## src/rtl/ins_loader.sv

```systemverilog
// ins_loader: host-side program loader for the 256 x 16 instruction memory.
// Consumes a framed byte stream (length, N high/low byte pairs, XOR checksum).
// Each assembled 16-bit word is written to consecutive addresses starting at BASE_ADDR.
// The CPU is held in reset until a load whose checksum matches has finished.
module ins_loader #(
  parameter int                ADDR_W    = 8,
  parameter logic [ADDR_W-1:0] BASE_ADDR = {ADDR_W{1'b0}}
) (
  input  logic              clk,
  input  logic              reset,
  input  logic              start,
  input  logic [7:0]        byte_in,
  input  logic              byte_valid,
  output logic              byte_ready,
  output logic              mem_we,
  output logic [ADDR_W-1:0] mem_addr,
  output logic [15:0]       mem_wdata,
  output logic              cpu_hold,
  output logic              busy,
  output logic              done,
  output logic              err,
  output logic [8:0]        word_count
);

  typedef enum logic [2:0] {
    S_IDLE  = 3'd0,
    S_LEN   = 3'd1,
    S_HI    = 3'd2,
    S_LO    = 3'd3,
    S_WRITE = 3'd4,
    S_CSUM  = 3'd5,
    S_DONE  = 3'd6,
    S_ERR   = 3'd7
  } state_t;

  state_t      state_r;
  logic [7:0]  len_r;
  logic [7:0]  chk_r;
  logic [7:0]  hi_r;
  logic        accept_s;
  logic [8:0]  count_next_s;

  // Running stream checksum: every framed byte except the checksum itself is folded in.
  function automatic logic [7:0] chk_next(input logic [7:0] chk, input logic [7:0] b);
    return chk ^ b;
  endfunction

  // byte_ready is a registered copy of "state takes bytes", so this is a clean handshake.
  assign accept_s     = byte_valid & byte_ready;
  assign count_next_s = word_count + 9'd1;

  // Loader FSM; every output is registered here alongside the state transition.
  always_ff @(posedge clk or posedge reset) begin
    if (reset) begin
      state_r    <= S_IDLE;
      len_r      <= 8'd0;
      chk_r      <= 8'd0;
      hi_r       <= 8'd0;
      byte_ready <= 1'b0;
      mem_we     <= 1'b0;
      mem_addr   <= BASE_ADDR;
      mem_wdata  <= 16'd0;
      cpu_hold   <= 1'b1;
      busy       <= 1'b0;
      done       <= 1'b0;
      err        <= 1'b0;
      word_count <= 9'd0;
    end else begin
      case (state_r)
        S_IDLE, S_DONE, S_ERR: begin
          // A new load re-holds the CPU on the same edge that leaves DONE.
          if (start) begin
            state_r    <= S_LEN;
            word_count <= 9'd0;
            chk_r      <= 8'd0;
            done       <= 1'b0;
            err        <= 1'b0;
            mem_addr   <= BASE_ADDR;
            byte_ready <= 1'b1;
            busy       <= 1'b1;
            cpu_hold   <= 1'b1;
          end
        end
        S_LEN: begin
          if (accept_s) begin
            len_r <= byte_in;
            chk_r <= byte_in;
            // An empty program goes straight to its checksum byte.
            state_r <= (byte_in == 8'd0) ? S_CSUM : S_HI;
          end
        end
        S_HI: begin
          if (accept_s) begin
            hi_r    <= byte_in;
            chk_r   <= chk_next(chk_r, byte_in);
            state_r <= S_LO;
          end
        end
        S_LO: begin
          if (accept_s) begin
            mem_wdata  <= {hi_r, byte_in};
            chk_r      <= chk_next(chk_r, byte_in);
            mem_we     <= 1'b1;
            // Stall the stream for the single write cycle.
            byte_ready <= 1'b0;
            state_r    <= S_WRITE;
          end
        end
        S_WRITE: begin
          mem_we     <= 1'b0;
          mem_addr   <= mem_addr + {{(ADDR_W-1){1'b0}}, 1'b1};
          word_count <= count_next_s;
          byte_ready <= 1'b1;
          state_r    <= (count_next_s == {1'b0, len_r}) ? S_CSUM : S_HI;
        end
        S_CSUM: begin
          if (accept_s) begin
            byte_ready <= 1'b0;
            busy       <= 1'b0;
            if (byte_in == chk_r) begin
              state_r  <= S_DONE;
              done     <= 1'b1;
              cpu_hold <= 1'b0;
            end else begin
              // Words already written stay in memory; the CPU stays held.
              state_r  <= S_ERR;
              err      <= 1'b1;
            end
          end
        end
        default: begin
          state_r    <= S_IDLE;
          byte_ready <= 1'b0;
          mem_we     <= 1'b0;
          busy       <= 1'b0;
          cpu_hold   <= 1'b1;
        end
      endcase
    end
  end

endmodule

```

## config.mk

```make
export PLATFORM = sky130hd
export DESIGN_NAME = ins_loader
export DESIGN_NICKNAME = d
export VERILOG_FILES = /design/src/rtl/ins_loader.sv
export SDC_FILE = /design/constraint.sdc
export NUM_CORES = 1
export LEC_CHECK = 0
export ABC_AREA = 1
export CAP_MARGIN = 20
export CORE_MARGIN = 10
export CORE_UTILIZATION = 55
export DETAILED_ROUTE_END_ITERATION = 10
export DONT_BUFFER_PORTS = 1
export GPL_TIMING_DRIVEN = 0
export HOLD_SLACK_MARGIN = 0.03
export PLACE_DENSITY = 0.83
export SLEW_MARGIN = 20
export SYNTH_ARGS = -nofsm -noshare
export SYNTH_HDL_FRONTEND = slang
export SYNTH_SLANG_ARGS = --single-unit
```

## constraint.sdc

```tcl
create_clock -name clk -period 1.8 [get_ports clk]
set_clock_uncertainty 0.1 [all_clocks]
set_input_delay 0.27 -clock clk [delete_from_list [all_inputs] [get_ports clk]]
set_output_delay 0.27 -clock clk [all_outputs]
set_load 0.01 [all_outputs]
```

==> summary by stage <==
Placed design
Buffers placed on the I/O ports in this run total 0. The weighted congestion at the end of routability-driven global placement is 0.867. The half-perimeter wire length after placement is 5850 µm.

Clocking
The number of clock buffers added by TritonCTS is 9. The clock latency at the later pin of the worst-skew pair is 360 ps. Clock tree synthesis found a total of 66 sinks. After clock tree synthesis, the clock-pin slew on the worst setup and hold paths is 80 ps.

TritonCTS built the clock tree. The cell at the root of the clock tree is sky130_fd_sc_hd__clkbuf_8. The H-tree level count is 3. The buffer levels on the longest clock path is 2.

Finish
The area growth from synthesis to layout is 14.4%. The net count of the finished layout is 405. The proportion of layout cells with a drive suffix above 1 is 23.2%. The number of antenna diodes in the final layout is 0.

Synth
The post-synthesis register bit count is 66. Counting every instance in the synthesized netlist gives 373. For this run, asynchronously set or reset flops after synthesis account for 100%. After synthesis, the netlist uses 40 different library cells. After synthesis, the cell types taking the most area are sky130_fd_sc_hd__dfrtp_1 (48%), sky130_fd_sc_hd__nand2_1 (11%), sky130_fd_sc_hd__o21ai_0 (4.9%), sky130_fd_sc_hd__inv_1 (4.1%), sky130_fd_sc_hd__nand3_1 (3.7%).

The top-area cell type share of the netlist area is 48.0%. Among all flip-flop cells after synthesis, the most frequent one is sky130_fd_sc_hd__dfrtp_1. The count of flip-flops with a built-in enable after synthesis is 0. Summing the sequential cell areas from Yosys gives 48.7% of the chip area. Yosys printed 0 warnings.

The library cell with the largest summed area after synthesis is sky130_fd_sc_hd__dfrtp_1. Averaged over all synthesized cells, the footprint is 9.09 µm². Counting every net in the synthesized netlist gives 387. Summing every instance area after synthesis gives 0.00339 mm².

Detailed routing
The number of remaining DRC errors is 0. The wire length on met1 is 3130 µm. For this block, the routed nets add up to 8350 µm of wire. The met3 wire length is 630 µm. For this run, the detailed router's first-pass iteration total came to 5. In this run the top signal layer used is met4. In the routed layout, each cell is associated on average with a via count of 5.75.

The via count of the routed design is 2,709. The DRC marker count from the first detailed-route iteration is 232. After detailed routing, the met2 layer carries 4390 µm of wire. The detail-routed net length per standard cell is 17.7 µm. The count of nets left with antenna violations once routing finished came out at 0.

Timing
The clock period minus worst slack is 1840 ps. The actual transition at the worst max-transition pin is 423 ps. The number of hold violations in the final report is 0. The final cycle utilization of the critical path is 102%.

The worst pin sits at a relative slew slack of 71.8%. Setup violations remaining at the end of the flow were counted as 2. For this run, the top clock speed supported by timing is 543 MHz. The setup slack after layout is -42.3 ps. Hold timing on the final database bottoms out at a slack of 82.0 ps.

Setup repair after global routing could not meet its margin everywhere. The number of slew-limit violations in the final report is 0.

Setup path
By startpoint and endpoint, the worst setup path is classified as register to register. STA classifies the critical path startpoint as a register. In this run the worst path has a maximum fanout of 5. The arrival time at the worst endpoint is 1990 ps. STA classifies the critical path endpoint as a register.

The required arrival time at the worst endpoint is 1950 ps.

Floorplan
The initial utilization of the core area, before any placement, comes to 56.9%. The number of top-level pins is 51. The die height is 98.5 µm.

The area of the die is 0.00971 mm². The die is 98.5 µm wide. The initialized floorplan defines 28 standard-cell rows. The placeable core area is 0.00596 mm².

Worst hold path
The path type of the worst min-delay path is primary input to register.

Power and ir drop
The standby leakage power is 1.87 nW. For this design the ratio of total power to cell area is 1690 mW/mm². VDD sags by at most 0.000831 V.

The total design power is 6.55 mW.

Flow run
The tool flagged a number of max-cap violations equal to 0.

Global routing
The leftover overflow at the end of global routing is 0. Global routing used 17.0% of the available tracks across all layers. The largest net degree at the start of global routing is 32. The initial antenna violation count is 0. The global-route wire length before repair is 13,200 µm. The number of global-route vias before repair was 2,667.

Status
The flow ran to the end, but the final reports show violations. The checks that failed: setup timing.
[layer usage]
metal / track usage, % / up-vias
li1: - / 1265
met1: 18.3 / 1318
met2: 29.0 / 105
met3: 5.73 / 21
met4: 8.49 / 0
met5: 0 / -
[final cells by class]
| cell class | instances | area [µm²] |
|---|---|---|
| buffer | 10 | 81.3 |
| clock buffer | 10 | 128 |
| clock inverter | 6 | 90.1 |
| fill | 444 | 2080 |
| inverter | 42 | 161 |
| multi-input combinational | 255 | 1570 |
| sequential | 66 | 1660 |
| tap | 75 | 93.8 |
| timing repair buffer | 7 | 92.6 |
[cells by family after synthesis]
group	share of synthesized area (%)
and+or+nand+nor	23.8
DFF	48.7
AOI/OAI and AO/OA	10.4
buffers and inverters	6.83
muxes	6.20
xor gates and xnor gates	3.25
adders and majority gates	0.738
[placed cells by master, fill, tap and decap left out, drive strengths merged]
cell type,n
o311ai,1
xnor3,1
o21ai,35
a21oi,9
nor4,1
nand3b,2
dfstp,1
buf,12
nand4,4
bufinv,2
o41ai,1
dfrtp,65
ha,2
a22o,2
o22ai,10
mux2,16
xnor2,5
nor2,25
nor3,3
inv,42
o32ai,1
dlygate4sd3,3
clkinvlp,2
clkbuf,12
xor2,5
nand3,28
clkinv,2
nand2,103
a21boi,1
[path summary, 6_finish.rpt]
| check | startpoint | to | slack (ps) | cells after the start |
|---|---|---|---|---|
| hold / removal | byte_in[0] | hi_r[0]$_DFFE_PP0P_ | 80 | 2 |
| hold reg to reg | state_r[2]$_DFFE_PP0P_ | state_r[2]$_DFFE_PP0P_ | 400 | 2 |
| max in group asynchronous | reset | cpu_hold$_DFFE_PP1P_ | 800 | 3 |
| min in group asynchronous | reset | mem_wdata[1]$_DFFE_PP0P_ | 290 | 2 |
| setup / recovery | word_count[0]$_DFFE_PP0P_ | state_r[1]$_DFFE_PP0P_ | -40 | 12 |
| setup reg to reg | word_count[0]$_DFFE_PP0P_ | state_r[1]$_DFFE_PP0P_ | -40 | 12 |
[repair_timing]
| action | in CTS | in global routing |
|---|---|---|
| setup endpoints to repair | 11 | 32 |
| resized for setup | 10 | 21 |
| hold endpoints to repair | 69 | 0 |
| pin swaps | 2 | 10 |
| hold buffers | 3 | 0 |
| setup buffers | 1 | 1 |
[per-stage QoR]
stage / utilization [%] / cells / worst slack, ps / area [µm²] / setup TNS [ps]
floorplan: - / 373 / 89.7 / 3390 / 0
global placement: 58.6 / 448 / -173 / 3490 / -452
global route: 65.1 / 471 / -232 / 3880 / -719
CTS: 64.2 / 470 / 3.39 / 3830 / 0
finish: 65.1 / 471 / -42.3 / 3880 / -77.5
detailed placement: 59.4 / 450 / -205 / 3540 / -555
[where the power goes]
part	total, mW	internal (mW)	switching, mW
Combinational	2.55	1.11	1.43
Sequential	2.59	2.02	0.565
Clock	1.41	0.785	0.625
[critical path: stages (launching register included)]
cell and delay (ps):
sky130_fd_sc_hd__dfrtp_2 470, sky130_fd_sc_hd__ha_4 210, sky130_fd_sc_hd__nand3_2 120, sky130_fd_sc_hd__o21ai_2 170
sky130_fd_sc_hd__nand2_1 90, sky130_fd_sc_hd__nand2_1 70, sky130_fd_sc_hd__nand2_1 60, sky130_fd_sc_hd__nor2_2 130
sky130_fd_sc_hd__nand3_1 80, sky130_fd_sc_hd__nand2_1 70, sky130_fd_sc_hd__nand2_1 60, sky130_fd_sc_hd__nand2_1 60
sky130_fd_sc_hd__nand2_1 40
[state kept, by name, indices dropped and copies added (netlist names)]
register and flops:
busy 1, byte_ready 1, chk_r 8, cpu_hold 1, done 1, err 1, hi_r 8, len_r 8
mem_addr 8, mem_wdata 16, mem_we 1, state_r 3, word_count 9
[cell usage after synthesis, types with 8 or more instances]
master                    instances
sky130_fd_sc_hd__a21oi_1          8
sky130_fd_sc_hd__mux2_2           8
sky130_fd_sc_hd__dfrtp_1         65
sky130_fd_sc_hd__nand3_1         25
sky130_fd_sc_hd__inv_1           37
sky130_fd_sc_hd__o22ai_1         10
sky130_fd_sc_hd__nand2_1         95
sky130_fd_sc_hd__o21ai_0         33
sky130_fd_sc_hd__mux2_4           8
sky130_fd_sc_hd__nor2_1          20
Power figures use the tool's default switching activity.
